## config.mk

```make
export PLATFORM = sky130hd
export DESIGN_NAME = pixel_access_port
export DESIGN_NICKNAME = d
export VERILOG_FILES = /design/src/rtl/pixel_access_port.sv
export SDC_FILE = /design/constraint.sdc
export NUM_CORES = 1
export LEC_CHECK = 0
export ABC_AREA = 0
export CORE_AREA = 8 8 165 120
export CTS_BUF_LIST = sky130_fd_sc_hd__clkbuf_4
export DETAILED_ROUTE_END_ITERATION = 10
export DIE_AREA = 0 0 173 128
export GPL_TIMING_DRIVEN = 1
export PLACE_DENSITY = 0.54
export SYNTH_ARGS = -nofsm -noshare
export SYNTH_HDL_FRONTEND = slang
export SYNTH_SLANG_ARGS = --single-unit
```

## constraint.sdc

```tcl
create_clock -name i_clock -period 2.8 [get_ports i_clock]
set_input_delay 0.56 -clock i_clock [delete_from_list [all_inputs] [get_ports i_clock]]
set_output_delay 0.56 -clock i_clock [all_outputs]
set_load 0.02 [all_outputs]
```

## src/rtl/pixel_access_port.sv

```systemverilog
// pixel_access_port
//   Host-side initiator for the frame-buffer memory manager. Host commands
//   (SET_X, SET_Y, WRITE_PIXEL, READ_PIXEL) are queued in a small FIFO and
//   executed strictly in order. Each pixel command becomes one memory read or
//   write transaction addressed by an X/Y cursor.
//
//   Optional feature macro: PIXEL_PORT_AUTO_INCREMENT_EN
//     defined   - cursor advances in raster order after every completed pixel op
//     undefined - cursor only changes through SET_X / SET_Y
//
// Ports
//   i_clock                 system clock, rising edge
//   i_reset                 asynchronous reset, active low
//   i_hostValid/o_hostReady host command handshake (push when both high)
//   i_hostCmd               0=SET_X 1=SET_Y 2=WRITE_PIXEL 3=READ_PIXEL
//   i_hostData              SET_X uses [8:0]; SET_Y/WRITE_PIXEL use [7:0]
//   o_readData/o_readValid  READ_PIXEL result, valid for one cycle
//   o_busy                  FIFO non-empty or transaction in flight
//   o_memory*               transaction address, data and request levels
//   i_memoryReadData        read result from the memory manager
//   i_memory*Complete       one-cycle completion pulses
module pixel_access_port #(
  parameter int WIDTH      = 320,
  parameter int HEIGHT     = 240,
  parameter int FIFO_DEPTH = 4
) (
  input  logic       i_clock,
  input  logic       i_reset,
  input  logic       i_hostValid,
  output logic       o_hostReady,
  input  logic [1:0] i_hostCmd,
  input  logic [8:0] i_hostData,
  output logic [7:0] o_readData,
  output logic       o_readValid,
  output logic       o_busy,
  output logic [8:0] o_memoryXCoord,
  output logic [7:0] o_memoryYCoord,
  output logic       o_memoryReadRequest,
  output logic       o_memoryWriteRequest,
  output logic [7:0] o_memoryWriteData,
  input  logic [7:0] i_memoryReadData,
  input  logic       i_memoryReadComplete,
  input  logic       i_memoryWriteComplete
);

  localparam int AW = $clog2(FIFO_DEPTH);
  localparam logic [AW:0] DEPTH_L = (AW+1)'(FIFO_DEPTH);
  localparam logic [8:0]  X_LAST  = 9'(WIDTH - 1);
  localparam logic [7:0]  Y_LAST  = 8'(HEIGHT - 1);

  localparam logic [1:0] CMD_SET_X = 2'd0;
  localparam logic [1:0] CMD_SET_Y = 2'd1;
  localparam logic [1:0] CMD_WRITE = 2'd2;
  localparam logic [1:0] CMD_READ  = 2'd3;

  typedef enum logic [1:0] {IDLE, WRITE_WAIT, READ_WAIT, RELEASE} state_t;

  // Command FIFO: {cmd[1:0], data[8:0]} per entry
  logic [10:0]   r_fifo_mem [FIFO_DEPTH];
  logic [AW-1:0] r_wr_ptr;
  logic [AW-1:0] r_rd_ptr;
  logic [AW:0]   r_count;
  logic [AW:0]   w_count_next;
  logic          r_host_ready;
  logic          w_push;
  logic          w_pop;
  logic [1:0]    w_head_cmd;
  logic [8:0]    w_head_data;

  state_t     r_state;
  state_t     w_state_next;
  logic       w_write_done;
  logic       w_read_done;

  logic [8:0] r_cursor_x;
  logic [7:0] r_cursor_y;
  logic [8:0] w_adv_x;
  logic [7:0] w_adv_y;

  logic [8:0] r_mem_x;
  logic [7:0] r_mem_y;
  logic [7:0] r_mem_wdata;
  logic       r_mem_rreq;
  logic       r_mem_wreq;
  logic [7:0] r_read_data;
  logic       r_read_valid;

  // hostReady is registered, so a full FIFO refuses a push even when the
  // head is popped in the same cycle.
  assign w_push       = i_hostValid && r_host_ready;
  assign w_head_cmd   = r_fifo_mem[r_rd_ptr][10:9];
  assign w_head_data  = r_fifo_mem[r_rd_ptr][8:0];
  assign w_count_next = r_count + (AW+1)'(w_push) - (AW+1)'(w_pop);

  always_ff @(posedge i_clock) begin
    if (w_push) r_fifo_mem[r_wr_ptr] <= {i_hostCmd, i_hostData};
  end

  always_ff @(posedge i_clock or negedge i_reset) begin
    if (!i_reset) begin
      r_wr_ptr     <= '0;
      r_rd_ptr     <= '0;
      r_count      <= '0;
      r_host_ready <= 1'b1;
    end else begin
      if (w_push) r_wr_ptr <= r_wr_ptr + AW'(1);
      if (w_pop)  r_rd_ptr <= r_rd_ptr + AW'(1);
      r_count      <= w_count_next;
      r_host_ready <= (w_count_next != DEPTH_L);
    end
  end

`ifdef PIXEL_PORT_AUTO_INCREMENT_EN
  // Raster-order advance; (WIDTH-1, HEIGHT-1) wraps to (0,0)
  always_comb begin
    w_adv_x = r_cursor_x + 9'd1;
    w_adv_y = r_cursor_y;
    if (r_cursor_x == X_LAST) begin
      w_adv_x = '0;
      w_adv_y = (r_cursor_y == Y_LAST) ? 8'd0 : r_cursor_y + 8'd1;
    end
  end
`else
  assign w_adv_x = r_cursor_x;
  assign w_adv_y = r_cursor_y;
`endif

  // FSM state register
  always_ff @(posedge i_clock or negedge i_reset) begin
    if (!i_reset) r_state <= IDLE;
    else          r_state <= w_state_next;
  end

  // FSM next state and control strobes
  always_comb begin
    w_state_next = r_state;
    w_pop        = 1'b0;
    w_write_done = 1'b0;
    w_read_done  = 1'b0;
    case (r_state)
      IDLE: begin
        if (r_count != '0) begin
          w_pop = 1'b1;
          if (w_head_cmd == CMD_WRITE) w_state_next = WRITE_WAIT;
          if (w_head_cmd == CMD_READ)  w_state_next = READ_WAIT;
        end
      end
      WRITE_WAIT: begin
        if (i_memoryWriteComplete) begin
          w_write_done = 1'b1;
          w_state_next = RELEASE;
        end
      end
      READ_WAIT: begin
        if (i_memoryReadComplete) begin
          w_read_done  = 1'b1;
          w_state_next = RELEASE;
        end
      end
      RELEASE: w_state_next = IDLE;
      default: w_state_next = IDLE;
    endcase
  end

  // Datapath: cursor, transaction registers, read return
  always_ff @(posedge i_clock or negedge i_reset) begin
    if (!i_reset) begin
      r_cursor_x   <= '0;
      r_cursor_y   <= '0;
      r_mem_x      <= '0;
      r_mem_y      <= '0;
      r_mem_wdata  <= '0;
      r_mem_rreq   <= 1'b0;
      r_mem_wreq   <= 1'b0;
      r_read_data  <= '0;
      r_read_valid <= 1'b0;
    end else begin
      r_read_valid <= 1'b0;
      if (w_pop) begin
        case (w_head_cmd)
          CMD_SET_X: if (w_head_data <= X_LAST) r_cursor_x <= w_head_data;
          CMD_SET_Y: if (w_head_data[7:0] <= Y_LAST) r_cursor_y <= w_head_data[7:0];
          CMD_WRITE: begin
            r_mem_x     <= r_cursor_x;
            r_mem_y     <= r_cursor_y;
            r_mem_wdata <= w_head_data[7:0];
            r_mem_wreq  <= 1'b1;
          end
          default: begin
            r_mem_x    <= r_cursor_x;
            r_mem_y    <= r_cursor_y;
            r_mem_rreq <= 1'b1;
          end
        endcase
      end
      if (w_write_done || w_read_done) begin
        r_mem_wreq <= 1'b0;
        r_mem_rreq <= 1'b0;
        r_cursor_x <= w_adv_x;
        r_cursor_y <= w_adv_y;
      end
      if (w_read_done) begin
        r_read_data  <= i_memoryReadData;
        r_read_valid <= 1'b1;
      end
    end
  end

  assign o_hostReady          = r_host_ready;
  assign o_busy               = (r_count != '0) || (r_state != IDLE);
  assign o_readData           = r_read_data;
  assign o_readValid          = r_read_valid;
  assign o_memoryXCoord       = r_mem_x;
  assign o_memoryYCoord       = r_mem_y;
  assign o_memoryWriteData    = r_mem_wdata;
  assign o_memoryReadRequest  = r_mem_rreq;
  assign o_memoryWriteRequest = r_mem_wreq;

endmodule
```

* Word-level counts from Yosys, hierarchy flattened *
Memories as Yosys holds them, arrays and structs flattened.
Cells that the tools add are included.

storage, ports and cells
  RAM bits = 44
  memories kept = 1
  input bits = 24
  output and inout bits = 38
  word-level logic and storage cells = 74
  flip-flop bits (word level) = 63

memories
  name        words  bits a word  rd ports  clocked after memory_dff  write ports  line  source
  r_fifo_mem  4      11           1         0                         1            59    logic [10:0] r_fifo_mem [FIFO_DEPTH];

operators by class
  multiplexer cells = 21
  add/subtract/negate cells = 4
  eq/ne operators = 12
  bitwise gates (word level) = 2
  reductions and logical operators = 18
  magnitude comparators = 2

operator list
  operator                                       count
  2-to-1 mux 1 bit                               15
  AND reduction 4 bit                            3
  2-to-1 mux 2 bit                               5
  <= comparator 9 bit, second input constant     1
  == test 2 bit, second input constant           4
  <= comparator 8 bit, second input constant     1
  case mux 2 bit (4 select lines)                1
  AND reduction 2 bit                            4
  != test 2 bit, second input constant           3
  != test 3 bit, second input constant           2
  nonzero test 2 bit                             3
  adder 2 x 1 -> 2 bit, second input constant    2
  == test 2 x 1 -> 1 bit, second input constant  2
  zero test 2 bit                                2
  adder 3 x 1 -> 3 bit                           1
  nonzero test 3 bit                             1
  OR reduction 3 bit                             1
  subtractor 3 x 1 -> 3 bit                      1
  logical OR 1 bit                               2
  != test 2 x 1 -> 1 bit, second input constant  1
  inverter 1 bit                                 2
  OR reduction 2 bit                             1
  logical AND 1 bit                              1

* Longest topological paths before layout *
An unclocked memory read counts as a cell.

  depth after elaboration = 6
  gate-level depth with buffers = 11
  mapped depth without buffers = 10

* Least setup slack after synthesis *
OpenSTA, ideal clock, no wires.

  kind = reg2reg
  start = register r_state[0]
  end = register r_host_ready, in the netlist o_hostReady
  setup time = 0.083 ns
  setup slack = 0.515 ns
  buffers on the path = 1
  data required time = 2.717 ns
  arrival time = 2.202 ns
  clock period less this slack = 2.285 ns
  cell stages (with the launch flop) = 12
  cell sequence = dfrtp_1 -> inv_1 -> ha_1 -> o31a_1 -> clkbuf_1 -> ha_1 -> inv_1 -> ha_1 -> fa_1 -> xnor2_1 -> xnor2_1 -> nand2_1

on the way
  word-level cells in the longest chain between the ends = 4

RTL lines
  element                    line  source
  start: declaration         70    state_t r_state;
  start signal: assignment   131   else r_state <= w_state_next;
  zero test 2 bit            140   case (r_state)
  2-to-1 mux 1 bit           140
  named net w_pop            66    logic w_pop;
  subtractor 3 x 1 -> 3 bit  93    assign w_count_next = r_count + (AW+1)'(w_push) - (AW+1)'(w_pop);
  named net w_count_next[2]  63    logic [AW:0] w_count_next;
  != test 3 bit              109   r_host_ready <= (w_count_next != DEPTH_L);
  end signal: assignment     109
  end: declaration           64    logic r_host_ready;

The timed path passes the listed nets, and every way through them passes these cells.
A chain may end at the register's enable or synchronous reset.

* Final worst setup path *
  start = register r_state[1]
  end = output o_busy

on the way
  word-level cells in the longest chain between the ends = 2

RTL lines
  element             line  source
  nonzero test 2 bit  210   assign o_busy = (r_count != '0) || (r_state != IDLE);
  logical OR 1 bit    210
  end: declaration    35    output logic o_busy,

No other way between the ends.

==> parameters.txt <==
Parameter                              Value

Synth
  Cell types occupying the most area after synthesis ... dfrtp_1, edfxtp_1, mux2_2
  Post-synthesis cell type count ... 39
  Asr flop ratio synth ... 58.88%
  Number of flops mapped to enable cells by yosys ... 44
  Most frequent cells after synthesis ... dfrtp_1, mux2_2, edfxtp_1
  Warning count from the yosys run ... 0
  Main flop type after synthesis ... dfrtp_1
  Fraction of post-synthesis cell area in the top cell type by area ... 36.59%
  Syn_area_per_cell ... 18.28 um2
  Post-Syn Instances ... 232
  Sequential share of the synthesized area ... 68.37%
  Yosys reg bits ... 107
  Mapped Nets ... 266
  Leading cell type by number of instances after synthesis ... dfrtp_1
  Cell taking the most area after synthesis ... dfrtp_1
  Synthesized area ... 0.004240 mm2

CTS
  Root buf cell ... clkbuf_4
  # resized after CTS ... 0
  Clock latency on the worst-skew pair ... 0.47 ns
  TritonCTS Sinks ... 107
  Max Buffers Root-to-Sink ... 2
  Clock tree from TritonCTS ... done
  Inserted Clock Buffers ... 9
  # H-tree levels ... 3
  Hold buffer count at CTS ... 0
  Worst-path clk slew ... 0.18 ns
  Post-CTS Repair Setup Buffers ... 0

Power and ir drop
  Largest voltage drop on the vdd net ... 0.2703 mV
  Overall power after layout ... 5710 uW
  PwrDens ... 1075 mW/mm2
  Cell leakage power ... 0.002094 uW

Critical path
  Endpoint kind of the worst setup timing path ... primary output
  WP data arrival ... 1.89 ns
  Worst setup SP type ... flip-flop
  Data required time at the worst endpoint ... 2.24 ns
  Worst setup path class ... flip-flop to primary output
  Worst Path Max Fanout ... 6

Die
  Die height ... 128 um
  Number of rows in the core area ... 41
  Core Region ... 0.01744 mm2
  DIE AREA ... 0.02214 mm2
  Number of primary I/O pins ... 62
  X dimension of the die ... 173 um
  Starting density of the core ... 24.31%

Detailed routing
  Iter 0 DRT Violations ... 101
  Routed wire length per instance ... 15.25 um
  Routed vias/inst ... 4.031
  Number of design rule violations left after detail routing ... 0
  TritonRoute pass-1 iters ... 4
  Total via count in the routed design ... 2213
  Routed Antenna Nets ... 0
  Overall routed net length ... 8372 um

STA
  Post-layout min period ... 2.446 ns
  Final setup vio count ... 0
  Fin. Hold Viols ... 0
  Slew Limit Fails ... 0
  RSZ-0062 raised after global routing ... false
  Period Utilization, post-route ... 87.35%
  Normalized max-slew margin ... 45.14%
  Largest clock skew in the final design ... 0.01685 ns
  Aggregate negative setup slack ... 0 ns
  FMAX ... 408.9 MHz
  Slew of the pin with the lowest slew margin ... 0.8230 ns

Global routing
  Initial antenna violation count ... 3
  Maximum number of pins on one net before global-route repair ... 34
  Global-route wire length before repair ... 13410 um
  Via count of the first global-routing pass ... 2374
  Residual overflow from global routing ... 0
  Total global routing track utilization ... 7.842%

Cells and area
  Area added between synthesis and finish ... 25.26%
  Final Net Count ... 341
  Register Area ... 0.002899 mm2
  FILL cells ... 1734
  Proportion of layout cells with a drive suffix above 1 ... 27.56%
  Multi-input logic area ... 0.001276 mm2

Flow run
  Count of maximum capacitance violations ... 0

Run status
  Result of the run ... completed

Min path
  Kind of path behind the tightest hold check ... input port to asynchronous set/reset pin

Place
  Routability cong. ... 0.6818
  IO Port Bufs ... 61
  DPL Wire Length ... 6128 um
[worst paths after layout]
path | start | endpoint | slack [ns] | depth (start not counted)
min in group i_clock | r_cursor_x[5] | r_cursor_x[5] | 0.52 | 1
max | r_state[1] | o_busy | 0.35 | 4
min | i_reset | o_memoryWriteData[6] | 0.17 | 1
min reg2reg | r_cursor_x[5] | r_cursor_x[5] | 0.52 | 1
max reg2reg | r_rd_ptr[0] | r_cursor_y[4] | 0.40 | 4
max in group asynchronous | i_reset | o_readData[5] | 1.98 | 2
[kinds of logic after synthesis]
logic type / count (synthesis) / synth area share (%)
XOR/XNOR: 5 / 1.033
adder cells (fa/ha/maj): 10 / 3.128
AND/OR/NAND/NOR: 21 / 3.511
AO/OA/AOI/OAI: 14 / 2.980
flip-flops: 107 / 68.37
multiplexers: 60 / 19.45
buffers and inverters: 15 / 1.534
[state kept, by name (all words and copies together) (netlist names)]
register              flops
o_readData                8
r_count                   3
o_memoryWriteData         8
r_cursor_x                9
o_memoryXCoord            9
r_wr_ptr                  2
r_cursor_y                8
r_fifo_mem               44
o_hostReady               1
r_state                   2
r_rd_ptr                  2
o_memoryWriteRequest      1
o_memoryReadRequest       1
o_memoryYCoord            8
o_readValid               1
[stage by stage]
stage / utilization (%) / hold WS (ns) / cells / instance area, um2 / setup WS, ns
global placement: 29.71 / 0.4871 / 532 / 5182 / 0.2688
CTS: 30.44 / 0.1408 / 548 / 5309 / 0.2847
detailed placement: 29.71 / 0.4917 / 532 / 5182 / 0.1718
floorplan: - / 0.2644 / 232 / 4240 / 0.5150
finish: 30.45 / 0.1657 / 549 / 5311 / 0.3543
global route: 30.45 / 0.1498 / 549 / 5311 / 0.2073
[area by class of cell]
type | count | area share (%)
clock inverter | 7 | 1.107
inverter | 11 | 0.7774
antenna | 1 | 0.04711
sequential | 107 | 54.58
tap | 236 | 5.559
multi-input combinational | 110 | 24.03
timing repair buffer | 68 | 12.63
clock buffer | 9 | 1.272
[metal layers]
layer / global-route usage, % / wire length, um / vias up
met3: 3.914 / 586 / 12
met2: 12.23 / 3874 / 46
li1: - / - / 1026
met4: 2.427 / 106 / 4
met1: 9.379 / 3781 / 1125
met5: 0 / 23 / -
[critical path, stage by stage, from the launching register on]
cell	delay (ns)
dfrtp_1	0.41
inv_1	0.07
ha_1	0.25
nand2_1	0.08
clkdlybuf4s50_1	0.61
[cell usage in the layout (no fill, tap or decap), types with 2 or more instances in the layout]
cell type and n:
and3_1 4, clkinv_2 2, o21ai_0 2, buf_4 6
inv_6 2, clkdlybuf4s50_1 60, nand2_1 5, ha_1 9
dfrtp_1 62, mux4_1 7, nor2_1 3, mux2_2 48
inv_8 2, clkbuf_4 9, o22a_2 3, inv_1 11
edfxtp_1 44, mux4_2 4, xnor2_1 4
[power by group]
part           switching, uW  leakage, uW  internal, uW
combinational           1200     0.000852          1260
clock                    538    0.0000745           201
sequential               300      0.00117          2210
Note: power is estimated with default switching activity, not from simulation.
